==> config.mk <==
export PLATFORM = sky130hd
export DESIGN_NAME = scc_tone_generator_nch
export DESIGN_NICKNAME = d
export VERILOG_FILES = /design/src/rtl/scc_tone_generator_nch.sv
export SDC_FILE = /design/constraint.sdc
export NUM_CORES = 1
export LEC_CHECK = 0
export ABC_AREA = 1
export ABC_CLOCK_PERIOD_IN_PS = 4300
export BUFFER_PORTS_ARGS = -buffer_cell sky130_fd_sc_hd__buf_4
export CORE_ASPECT_RATIO = 0.8
export CORE_MARGIN = 2
export CORE_UTILIZATION = 35
export CTS_BUF_LIST = sky130_fd_sc_hd__clkbuf_8
export CTS_CLUSTER_SIZE = 24
export DETAILED_ROUTE_END_ITERATION = 16
export SLEW_MARGIN = 30
export SYNTH_ARGS = -nofsm -noshare
export SYNTH_HDL_FRONTEND = slang
export SYNTH_SLANG_ARGS = --single-unit
==> constraint.sdc <==
create_clock -name clk -period 4.3 [get_ports clk]
set_input_delay 0.86 -clock clk [delete_from_list [all_inputs] [get_ports clk]]
set_output_delay 0.86 -clock clk [all_outputs]
set_load 0.05 [all_outputs]
==> src/rtl/scc_tone_generator_nch.sv <==
// scc_tone_generator_nch
// Time-slotted N-channel SCC-style tone generator. A free-running slot
// sequencer visits one channel per clock; the visited channel's frequency
// counter, wave address and update-error accumulator are advanced using the
// frequency the register file presents for that slot. Channels may play
// their wave once (one-shot) and then park with a done flag.
module scc_tone_generator_nch #(
    parameter int          CHANNELS   = 5,
    parameter int          SLOTS      = 8,
    parameter int          SLOT_BITS  = 3,
    parameter int          FREQ_BITS  = 12,
    parameter int          ADDR_BITS  = 5,
    parameter int          MIN_PERIOD = 9,
    parameter logic [15:0] ERR_MASK   = 16'b0000_0000_0001_1000
) (
    input  logic                 clk,
    input  logic                 reset,
    input  logic                 enable,
    output logic [SLOT_BITS-1:0] slot,
    output logic                 slot_valid,
    input  logic [FREQ_BITS-1:0] reg_frequency_count,
    input  logic                 reg_oneshot,
    input  logic                 reg_wave_reset,
    input  logic                 reg_wave_error_en,
    input  logic [CHANNELS-1:0]  clear_counter,
    output logic [ADDR_BITS-1:0] wave_address,
    output logic                 wave_update,
    output logic [CHANNELS-1:0]  channel_done
);

    localparam logic [SLOT_BITS-1:0] LP_LAST_SLOT = SLOT_BITS'(SLOTS - 1);

    // Per-channel state
    logic [SLOT_BITS-1:0] r_slot;
    logic [FREQ_BITS-1:0] r_cnt  [CHANNELS];
    logic [ADDR_BITS-1:0] r_addr [CHANNELS];
    logic [4:0]           r_err  [CHANNELS];
    logic [CHANNELS-1:0]  r_done;

    // State of the channel owning the current slot
    logic                 w_hit;
    logic [FREQ_BITS-1:0] w_cnt;
    logic [ADDR_BITS-1:0] w_addr;
    logic [4:0]           w_err;
    logic                 w_done_cur;
    logic                 w_mask_cur;

    logic                 w_freq_ok;
    logic                 w_step;
    logic                 w_end;
    logic [5:0]           w_sum;
    logic                 w_suppress;
    logic                 w_addr_wrap;

    // Update-error accumulator step: the carry out of bit 4 marks a lost update
    function automatic logic [5:0] f_err_sum(input logic [4:0]           err,
                                             input logic [FREQ_BITS-1:0] freq);
        logic [5:0] sum;
        if (freq[FREQ_BITS-1:5] == '0)
            sum = {1'b0, err} + {1'b0, ~freq[4:0]};
        else if (!freq[0])
            sum = {1'b0, err} + 6'd16;
        else
            sum = 6'd0;
        return sum;
    endfunction

    // Select the registered state of the channel mapped to the current slot
    always_comb begin
        w_hit      = 1'b0;
        w_cnt      = '0;
        w_addr     = '0;
        w_err      = '0;
        w_done_cur = 1'b0;
        w_mask_cur = 1'b0;
        for (int c = 0; c < CHANNELS; c++) begin
            if (r_slot == SLOT_BITS'(c)) begin
                w_hit      = 1'b1;
                w_cnt      = r_cnt[c];
                w_addr     = r_addr[c];
                w_err      = r_err[c];
                w_done_cur = r_done[c];
                w_mask_cur = ERR_MASK[c];
            end
        end
    end

    assign w_freq_ok   = (reg_frequency_count >= FREQ_BITS'(MIN_PERIOD));
    assign w_step      = enable && w_hit && !w_done_cur;
    assign w_end       = w_step && (w_cnt == reg_frequency_count) && w_freq_ok;
    assign w_sum       = f_err_sum(w_err, reg_frequency_count);
    assign w_suppress  = w_mask_cur && reg_wave_error_en && w_sum[5];
    assign w_addr_wrap = (w_addr == '1);

    assign slot         = r_slot;
    assign slot_valid   = w_hit;
    assign wave_address = w_addr;
    assign wave_update  = w_end && !w_suppress;
    assign channel_done = r_done;

    // Slot sequencer: one slot per enabled clock, wrapping at the frame end
    always_ff @(posedge clk or posedge reset) begin
        if (reset)
            r_slot <= '0;
        else if (enable)
            r_slot <= (r_slot == LP_LAST_SLOT) ? '0 : r_slot + SLOT_BITS'(1);
    end

    // Channel state: clear strobes win over the slot update of the same channel
    always_ff @(posedge clk or posedge reset) begin
        if (reset) begin
            for (int c = 0; c < CHANNELS; c++) begin
                r_cnt[c]  <= '0;
                r_addr[c] <= '0;
                r_err[c]  <= '0;
            end
            r_done <= '0;
        end else begin
            for (int c = 0; c < CHANNELS; c++) begin
                if (clear_counter[c]) begin
                    r_cnt[c]  <= '0;
                    r_done[c] <= 1'b0;
                    if (reg_wave_reset)
                        r_addr[c] <= '0;
                end else if (w_step && (r_slot == SLOT_BITS'(c))) begin
                    r_cnt[c]  <= w_end ? '0 : r_cnt[c] + FREQ_BITS'(1);
                    r_addr[c] <= r_addr[c] + ADDR_BITS'(w_end);
                    if (ERR_MASK[c])
                        r_err[c] <= w_sum[4:0];
                    if (w_end && reg_oneshot && w_addr_wrap)
                        r_done[c] <= 1'b1;
                end
            end
        end
    end

endmodule

**After elaboration in Yosys (flattened, before gate mapping)**

Index checks and enable logic that the tools add are counted.

- Bits in read-only memories: 0
- Bits in latches: 0
- Input port bits: 23
- RAM bits: 0
- Flip-flop bits (word level): 103
- Memories: 0

- Shifts and indexed selects: 0
- Equality and inequality tests: 12
- Multiplexer cells: 67
- Bitwise logic cells: 3
- Reductions and logical operators: 40
- Add/sub/neg operators: 13
- Divide/modulo/power cells: 0
- $lt $le $gt $ge: 1
- Multipliers: 0

Operators with widths:

| operator | number |
|---|---|
| two-way mux 12 bit | 20 |
| two-way mux 5 bit | 21 |
| adder 12 x 1 -> 12 bit, second input constant | 5 |
| adder 5 x 1 -> 5 bit | 5 |
| AND reduction 2 bit | 12 |
| two-way mux 1 bit | 23 |
| nonzero test 2 bit | 10 |
| logical AND 1 bit | 14 |
| equality test 12 bit | 1 |
| greater-or-equal comparator 12 x 4 -> 1 bit, second input constant | 1 |
| two-way mux 6 bit | 2 |
| inequality test 2 bit, second input constant | 5 |
| logical NOT 7 bit | 1 |
| adder 5 x 5 -> 6 bit | 1 |
| adder 5 x 5 -> 6 bit, second input constant | 1 |
| equality test 3 x 2 -> 1 bit, second input constant | 2 |
| equality test 3 bit, second input constant | 2 |
| equality test 5 bit, second input constant | 1 |
| NOT 5 bit | 1 |
| adder 3 x 1 -> 3 bit, second input constant | 1 |
| equality test 3 x 1 -> 1 bit, second input constant | 1 |
| logical NOT 3 bit | 1 |
| two-way mux 3 bit | 1 |
| logical NOT 1 bit | 2 |
| NOT 1 bit | 2 |

**Longest topological paths before layout**

Gate-level depths: netlist of run 1.

- Word-level depth: 15
- Mapped depth: 24

**Worst setup path before layout of run 1**

Ideal clock, no wire load.

- Path kind: register to output
- Start: register r_slot[2], in the netlist slot[2]
- End: output wave_update
- Required time: 3.440 ns
- Buffers on the path: 3
- Arrival time: 4.134 ns
- Cell stages (with the launch flop): 18
- Setup slack: -0.694 ns
- Path through: dfrtp_1 > inv_2 > buf_6 > ha_1 > buf_2 > inv_1 > buf_2 > o21ai_0 > o21ai_0 > inv_1 > ha_1 > a21oi_1 > nor2_1 > o21ai_0 > nand2_1 > a21oi_1 > o22ai_1 > a211oi_1

- Word-level cells in the longest chain between the ends: 12

Ends and longest elaborated chain:

| item | line | text |
|---|---|---|
| from (decl) | 34 | `logic [SLOT_BITS-1:0] r_slot;` |
| from (signal assigned) | 106 | `r_slot <= (r_slot == LP_LAST_SLOT) ? '0 : r_slot + SLOT_BITS'(1);` |
| logical NOT 3 bit | 77 | `if (r_slot == SLOT_BITS'(c)) begin` |
| two-way mux 5 bit (5 in series) | 77 |  |
| adder 5 x 5 -> 6 bit | 62 | `sum = {1'b0, err} + 6'd16;` |
| two-way mux 6 bit | 61 | `else if (!freq[0])` |
| two-way mux 6 bit | 59 | `if (freq[FREQ_BITS-1:5] == '0)` |
| logical AND 1 bit | 92 | `assign w_suppress = w_mask_cur && reg_wave_error_en && w_sum[5];` |
| logical NOT 1 bit | 98 | `assign wave_update = w_end && !w_suppress;` |
| logical AND 1 bit (*) | 98 |  |
| to (decl) | 27 | `output logic wave_update,` |

Every way passes the cells marked *; elsewhere a longest branch is shown, timed or not.

**Final worst setup path of run 1**

- Start: register r_slot[0], in the netlist slot[0]
- End: output wave_update

The elaborated chain is that of the path after synthesis.

==> results of run 1 <==
## final cells by class
class | instances | area (um2)
Fill cell | 2062 | 12000
Multi-Input combinational cell | 747 | 3760
Sequential cell | 103 | 2580
Inverter | 135 | 514
Timing Repair Buffer | 48 | 360
Tap cell | 264 | 330
Clock buffer | 10 | 138
Clock inverter | 6 | 75.1
## routing by layer
layer | vias up | routed length [um] | share of wire (%)
li1 | 3354 | - | -
met1 | 3104 | 10400 | 52
met2 | 143 | 8610 | 43
met3 | 19 | 800 | 4.0
met4 | 0 | 256 | 1.3
met5 | - | 0 | 0
## final timing paths
check	slack, ns	to
worst max-delay path	0.30	wave_update
worst min-delay path	0.48	r_addr[20]$_DFFE_PP0P_
worst max register to register	0.69	r_addr[14]$_DFFE_PP0P_
worst min register to register	0.49	r_err[8]$_DFFE_PP0P_
max in group asynchronous	2.93	r_cnt[0]$_DFFE_PP0P_
min in group clk	0.49	r_err[8]$_DFFE_PP0P_
## critical path, stage by stage, from the launching register on
cell and delay [ns]:
sky130_fd_sc_hd__dfrtp_1 0.45, sky130_fd_sc_hd__inv_1 0.10, sky130_fd_sc_hd__ha_1 0.23, sky130_fd_sc_hd__nand2_2 0.16, sky130_fd_sc_hd__buf_4 0.28, sky130_fd_sc_hd__nand2_2 0.20
sky130_fd_sc_hd__a21oi_1 0.25, sky130_fd_sc_hd__nand2_1 0.14, sky130_fd_sc_hd__nand3b_1 0.14, sky130_fd_sc_hd__nand3_1 0.11, sky130_fd_sc_hd__nor2_1 0.11, sky130_fd_sc_hd__nand3_1 0.17
sky130_fd_sc_hd__a211oi_4 0.19, sky130_fd_sc_hd__buf_4 0.22
## Yosys cell counts, types with 4 or more instances
library cell and count:
sky130_fd_sc_hd__nand2_1 267, sky130_fd_sc_hd__inv_1 129, sky130_fd_sc_hd__nand3_1 110, sky130_fd_sc_hd__dfrtp_1 103, sky130_fd_sc_hd__nor2_1 98, sky130_fd_sc_hd__o21ai_0 81, sky130_fd_sc_hd__a21oi_1 40, sky130_fd_sc_hd__ha_1 26
sky130_fd_sc_hd__xor2_1 25, sky130_fd_sc_hd__nor3_1 23, sky130_fd_sc_hd__nand4_1 12, sky130_fd_sc_hd__buf_2 11, sky130_fd_sc_hd__o21ai_1 10, sky130_fd_sc_hd__clkbuf_1 9, sky130_fd_sc_hd__o211ai_1 7, sky130_fd_sc_hd__a31oi_1 6
sky130_fd_sc_hd__buf_6 6, sky130_fd_sc_hd__o22ai_1 6, sky130_fd_sc_hd__inv_2 5, sky130_fd_sc_hd__buf_4 4, sky130_fd_sc_hd__nor3b_1 4
## power by group
part | switching, uW | total [uW] | internal [uW]
combinational | 1030 | 1430 | 405
sequential | 48.3 | 1080 | 1030
clock | 377 | 671 | 295
## state kept, by name, indices dropped and copies added, names as in the netlist
signal / flops
r_addr: 25
channel_done: 5
r_cnt: 60
r_err: 10
slot: 3
## per-stage QoR
step / hold WS [ns] / setup WS [ns] / utilization, %
2_1_floorplan: 0.444 / 0.00392 / -
6_report: 0.481 / 0.302 / 39.3
3_5_place_dp: 0.460 / 0.626 / 38.2
3_3_place_gp: 0.460 / 0.657 / 38.2
4_1_cts: 0.481 / 0.148 / 39.3
5_1_grt: 0.505 / 0.0267 / 39.3
## cell families after synthesis
logic type / after synthesis / share of synthesized area (%)
XOR/XNOR: 28 / 3.49
AND/OR/NAND/NOR: 531 / 32.6
adder cells (fa/ha/maj): 27 / 4.92
AO/OA/AOI/OAI: 161 / 12.4
buffers and inverters: 166 / 9.92
flip-flops: 103 / 36.7
## repair_timing
action                                  in CTS  in global routing
endpoints found under the hold margin        0                  0
gates resized for setup                      0                  7
endpoints found under the setup margin       0                  1
==> results.md, run 1 <==
| Group | Result | Value |
|:---|:---|:---|
| worst setup path | Count of cells along the worst register-to-register path | 21 |
| detailed routing | Antenna viol nets, final | 0 |
| global route | Met1 Resource Use GR | 30.3% |
| yosys | Flops & latches, synth | 103 |
| placement | Cell area after placement | 0.00754 mm2 |
| worst setup path | Launch point of the critical path | slot[0]$_DFFE_PP0P_ |
| sta | Pin slew with the least headroom to its limit | 0.853 ns |
| layout | Layout cell share with drive strength beyond 1 | 8.10% |
| clock network | Number of buffers inserted for hold repair after clock tree synthesis | 0 |
| clock network | CTS sink cnt | 103 |
| placement | Port Buffer Count | 37 |
| detailed routing | Per-cell routed wire length | 15.3 um |
| placement | DP Cell Count | 1297 |
| yosys | Synthesized instance count | 1016 |
| clock network | Clock latency on the worst-skew pair | 0.40 ns |
| yosys | Post-synth design cell area | 0.00702 mm2 |
| layout | Top library cells by usage in the layout, fill and taps aside | 267 x sky130_fd_sc_hd__nand2_1, 128 x sky130_fd_sc_hd__inv_1, 110 x sky130_fd_sc_hd__nand3_1 |
| layout | Number of antenna diodes | 0 |
| sta | Hold violation count in the final report | 0 |
| placement | Sum of net half-perimeters after detailed placement | 15.3 mm |
| layout | Final instance count without filler cells | 1313 |
| yosys | Fraction of synthesized cell area taken by the top area cell type | 36.7% |
| yosys | Number of enable-type register cells in the synthesized netlist | 0 |
| pwr | Total Power Consumption | 3180 uW |
| detailed routing | Remaining design rule violation count | 0 |
| yosys | Sequential share of the synthesized area | 36.7% |
| yosys | Warnings from Yosys | 15 |
| yosys | Number of distinct library cells after synthesis | 41 |
| clock network | Inserted Clock Buffers | 9 |
| floorplanning | Die outline width | 162 um |
| floorplanning | Floorplan core area | 0.0197 mm2 |
| detailed routing | Routed wire length | 20.1 mm |
| global route | Number of antenna violations at the first check in global routing | 0 |
| detailed routing | Routed vias | 6620 |
| sta | Worst rel slew slack | 42.9% |
| yosys | Dominant register cell in the synthesized netlist | sky130_fd_sc_hd__dfrtp_1 |
| layout | Design area | 0.00776 mm2 |
| global route | Global routing usage on met2 | 28.7% |
| sta | RSZ-0062 raised after global routing | false |
| pwr | PD cells | 410 mW/mm2 |
| clock network | Depth of the CTS H-tree | 3 |
| clock network | Clock transition at path regs | 0.11 ns |
| worst setup path | Critical path fanouts, max | 21 |
| clock network | Number of setup buffers added after CTS | 0 |
| flow run | MaxCap Viol Count | 0 |
| global route | Peak-usage layer in the global routing report | met1 |
| global route | Wire length of the first global-routing pass | 32.3 mm |
| worst setup path | RR Startpoint | slot[0]$_DFFE_PP0P_ |
| global route | Met3 track utilization from global routing | 2.75% |
| pwr | Total leakage power | 0.00372 uW |
| yosys | Syn Nets | 1066 |
| sta | Fin crit share | 93.0% |
| layout | Area delta synth->final | 10.5% |
| floorplanning | Die Height | 131 um |
| status | Run status | complete, no violations |
| detailed routing | Pre-Repair DR Iteration Count | 5 |
| floorplanning | Number of placement rows | 46 |
| yosys | Async S/R FF share, synth | 100% |
| worst setup path | Kind of start point of the critical path | flip-flop |
| yosys | Mean cell area of the mapped netlist | 6.91 um2 |
| global route | Maximum number of pins on one net before global-route repair | 39 |
| sta | Fmax | 250 MHz |
| floorplanning | Die area | 0.0212 mm2 |
| yosys | Cell type with the largest total area after synthesis | sky130_fd_sc_hd__dfrtp_1 |
| layout | NumNets Final | 1094 |
| sta | Final total negative setup slack | 0 ns |
| clock network | TritonCTS clock tree | yes |
| global route | Global route overflow | 0 |
| placement | Weighted congestion reported at the end of routability-driven placement | 0.932 |
| sta | Max-slew violation count | 0 |
| global route | Total Routing Usage GR | 19.6% |
| clock network | Maximum buffer depth of the clock tree | 2 |
| min path | Hold Path Class | primary input to async pin |
| floorplanning | Initial Util | 35.6% |
| layout | Leading cell type in the layout, fill and taps excluded | sky130_fd_sc_hd__nand2_1 |
| clock network | Root buffer cell | sky130_fd_sc_hd__clkbuf_8 |
| worst setup path | Required time at the endpoint of the critical path | 3.44 ns |
| sta | Post-route clock skew | 0.0162 ns |
| worst setup path | Arrival time at the worst endpoint | 3.14 ns |
| yosys | Cells taking the most area after synthesis | sky130_fd_sc_hd__dfrtp_1 37%, sky130_fd_sc_hd__nand2_1 14%, sky130_fd_sc_hd__nand3_1 7.8% |
| global route | Via count of the first global-routing pass | 5902 |
| floorplanning | Number of primary I/O pins | 38 |
| worst setup path | CP Class | flip-flop to output pin |
| sta | Setup violation total in the final timing report | 0 |
| pwr | Worst vdd rail ir drop | 0.000263 V |
| sta | Min Clock Period, post-route | 4.00 ns |
| worst setup path | Kind of capture point of the worst setup path | output pin |
| detailed routing | Number of DRC markers in iteration 0 | 620 |
| detailed routing | Via/cell ratio | 5.04 |
No activity file was read; power rests on OpenSTA's default activity.
==> run 2, diff against run 1 <==
--- a/config.mk
+++ b/config.mk
@@ -6,7 +6,7 @@
 export NUM_CORES = 1
 export LEC_CHECK = 0
 export ABC_AREA = 1
-export ABC_CLOCK_PERIOD_IN_PS = 4300
+export ABC_CLOCK_PERIOD_IN_PS = 4900
 export BUFFER_PORTS_ARGS = -buffer_cell sky130_fd_sc_hd__buf_4
 export CORE_ASPECT_RATIO = 0.8
 export CORE_MARGIN = 2
==> constraint.sdc (replaced) <==
create_clock -name clk -period 4.9 [get_ports clk]
set_input_delay 1.47 -clock clk [delete_from_list [all_inputs] [get_ports clk]]
set_output_delay 1.47 -clock clk [all_outputs]
set_load 0.05 [all_outputs]
==> results.md, run 2 (same netlist as run 1, synthesis figures left out) <==
| Group | Result | Value |
|:---|:---|:---|
| placement | DP Cell Count | 1299 |
| detailed routing | Via/cell ratio | 5.01 |
| global route | Via count of the first global-routing pass | 5930 |
| clock network | Clock transition at path regs | 0.11 ns |
| sta | Post-route clock skew | 0.0169 ns |
| floorplanning | Initial Util | 35.6% |
| layout | NumNets Final | 1096 |
| placement | Port Buffer Count | 37 |
| worst setup path | CP Class | flip-flop to output pin |
| min path | Worst hold path stage count | 2 |
| floorplanning | Number of placement rows | 46 |
| layout | Layout cell share with drive strength beyond 1 | 8.47% |
| worst setup path | Count of cells along the worst register-to-register path | 20 |
| global route | Maximum number of pins on one net before global-route repair | 59 |
| worst setup path | Cell repeated most along the worst path | sky130_fd_sc_hd__ha_1 |
| floorplanning | Number of primary I/O pins | 38 |
| sta | Fin crit share | 96.6% |
| sta | Worst rel slew slack | 49.6% |
| placement | Cell area after placement | 0.00755 mm2 |
| sta | Final-layout worst hold slack | 0.486 ns |
| floorplanning | Die outline width | 162 um |
| worst setup path | Slowest stage cell on the critical path | sky130_fd_sc_hd__dfrtp_2 |
| status | Run status | complete, no violations |
| layout | Register name with the most flops | r_cnt |
| placement | Worst slack after detailed placement | 0.180 ns |
| detailed routing | Pre-Repair DR Iteration Count | 5 |
| worst setup path | R2r setup slk | 0.84 ns |
| global route | Wire length of the first global-routing pass | 32.3 mm |
| sta | Max-slew violation count | 0 |
| sta | Hold violation count in the final report | 0 |
| layout | Final instance count without filler cells | 1315 |
| pwr | Worst vdd rail ir drop | 0.000300 V |
| worst setup path | Required time at the endpoint of the critical path | 3.43 ns |
| clock network | CTS sink cnt | 103 |
| global route | Number of antenna violations at the first check in global routing | 0 |
| worst setup path | Critical path buffer and inverter count | 3 |
| placement | Sum of net half-perimeters after detailed placement | 15.0 mm |
| detailed routing | Number of DRC markers in iteration 0 | 569 |
| clock network | Depth of the CTS H-tree | 3 |
| floorplanning | Floorplan core area | 0.0197 mm2 |
| global route | Global route overflow | 0 |
| floorplanning | Die Height | 131 um |
| layout | Number of flip-flops under the largest register name | 60 |
| worst setup path | Critical path fanouts, max | 5 |
| worst setup path | Cell breakdown of the critical path | ha_1 -> ha_1 -> inv_1 -> o21ai_0 -> o21ai_2 -> inv_1 -> ha_1 -> a21oi_1 -> nor2_1 -> o21ai_1 -> nand2_1 -> a21oi_1 -> o22ai_1 -> a211oi_4 -> buf_4 |
| floorplanning | Die area | 0.0212 mm2 |
| clock network | Root buffer cell | sky130_fd_sc_hd__clkbuf_8 |
| clock network | Inserted Clock Buffers | 9 |
| worst setup path | Cell family with most CP delay | compound AO/OA/AOI/OAI gates |
| placement | Weighted congestion reported at the end of routability-driven placement | 0.887 |
| layout | Area delta synth->final | 10.8% |
| worst setup path | RR Startpoint | slot[0]$_DFFE_PP0P_ |
| pwr | Total leakage power | 0.00373 uW |
| flow run | MaxCap Viol Count | 0 |
| sta | Pin slew with the least headroom to its limit | 0.756 ns |
| clock network | Clock latency on the worst-skew pair | 0.41 ns |
| detailed routing | Antenna viol nets, final | 0 |
| layout | Leading cell type in the layout, fill and taps excluded | sky130_fd_sc_hd__nand2_1 |
| clock network | Maximum buffer depth of the clock tree | 2 |
| detailed routing | Routed wire length | 19.9 mm |
| sta | Min Clock Period, post-route | 4.73 ns |
| worst setup path | Worst r2r dst | r_addr[19]$_DFFE_PP0P_ |
| layout | Design area | 0.00778 mm2 |
| layout | Largest registers | r_cnt x60, r_addr x25, r_err x10 |
| min path | Start point of the worst min-delay path | r_err[2]$_DFFE_PP0P_ |
| sta | Setup violation total in the final timing report | 0 |
| sta | Fmax | 211 MHz |
| worst setup path | Delay of the slowest cell on the worst path | 0.45 ns |
| worst setup path | Arrival time at the worst endpoint | 3.26 ns |
| detailed routing | Remaining design rule violation count | 0 |
| layout | Top library cells by usage in the layout, fill and taps aside | 267 x sky130_fd_sc_hd__nand2_1, 128 x sky130_fd_sc_hd__inv_1, 110 x sky130_fd_sc_hd__nand3_1 |
| detailed routing | Routed vias | 6592 |
| sta | Final worst setup slack | 0.168 ns |
| min path | Capture endpoint of the worst hold path | r_err[2]$_DFFE_PP0P_ |
| worst setup path | Kind of capture point of the worst setup path | output pin |
| min path | Hold Path Class | flip-flop to flip-flop |
| global route | Total Routing Usage GR | 19.6% |
| pwr | PD cells | 364 mW/mm2 |
| clock network | TritonCTS clock tree | yes |
| detailed routing | Per-cell routed wire length | 15.2 um |
| worst setup path | Kind of start point of the critical path | flip-flop |
| layout | Number of antenna diodes | 0 |
## run 2: cell type report
class                           count  area (um2)
Tap cell                          264         330
Fill cell                        2078       12000
Clock inverter                      7        86.3
Inverter                          135         509
Multi-Input combinational cell    747        3770
Timing Repair Buffer               50         375
Sequential cell                   103        2580
Clock buffer                        9         124
## run 2: worst max path at each step
stage / to / from / depth (start not counted)
5_1_grt: wave_update / slot[0]$_DFFE_PP0P_ / 15
2_1_floorplan: wave_update / slot[1]$_DFFE_PP0P_ / 17
3_5_place_dp: wave_update / reg_frequency_count[6] / 9
4_1_cts: wave_update / slot[0]$_DFFE_PP0P_ / 15
3_3_place_gp: wave_update / reg_frequency_count[6] / 9
6_report: wave_update / slot[0]$_DFFE_PP0P_ / 15
## run 2: timing repair
action	in CTS	in global routing
setup endpoints to repair	1	1
hold buffers	0	0
setup buffers	0	0
resized for setup	1	4
hold endpoints to repair	0	0
## run 2: per-layer routing
| layer | global-route usage [%] | vias up | part of all wire, % |
|---|---|---|---|
| li1 | - | 3355 | - |
| met1 | 30.5 | 3081 | 53 |
| met2 | 28.0 | 136 | 41 |
| met3 | 3.19 | 20 | 4.8 |
| met4 | 4.84 | 0 | 1.6 |
| met5 | 0 | - | 0 |
## run 2: power by group
group | switching [uW] | internal (uW) | total [uW]
Sequential | 43.9 | 903 | 947
Clock | 348 | 248 | 596
Combinational | 918 | 370 | 1290
## run 2: per-stage QoR
step / setup TNS (ns) / power [uW] / util [%]
floorplan: 0 / 1860 / -
global placement: 0 / 2230 / 38.3
detailed placement: 0 / 2230 / 38.3
CTS: 0 / 2830 / 39.3
global route: -0.0268 / 3020 / 39.4
finish: 0 / 2830 / 39.4
## run 2: worst register-to-register path, stage by stage (launching register included)
cell and delay, ns:
sky130_fd_sc_hd__dfrtp_2 0.45, sky130_fd_sc_hd__ha_1 0.24, sky130_fd_sc_hd__ha_1 0.23, sky130_fd_sc_hd__inv_1 0.13, sky130_fd_sc_hd__buf_4 0.25, sky130_fd_sc_hd__nand2_2 0.20, sky130_fd_sc_hd__a21oi_1 0.22, sky130_fd_sc_hd__nand2_1 0.14
sky130_fd_sc_hd__nand2_1 0.09, sky130_fd_sc_hd__nand2_1 0.05, sky130_fd_sc_hd__nand2_1 0.11, sky130_fd_sc_hd__and3_1 0.17, sky130_fd_sc_hd__nand3_1 0.14, sky130_fd_sc_hd__nor2_1 0.56, sky130_fd_sc_hd__ha_1 0.33, sky130_fd_sc_hd__ha_1 0.18
sky130_fd_sc_hd__inv_1 0.05, sky130_fd_sc_hd__nor3_2 0.22, sky130_fd_sc_hd__nand3_1 0.10, sky130_fd_sc_hd__nand2_1 0.08, sky130_fd_sc_hd__nor2_1 0.03
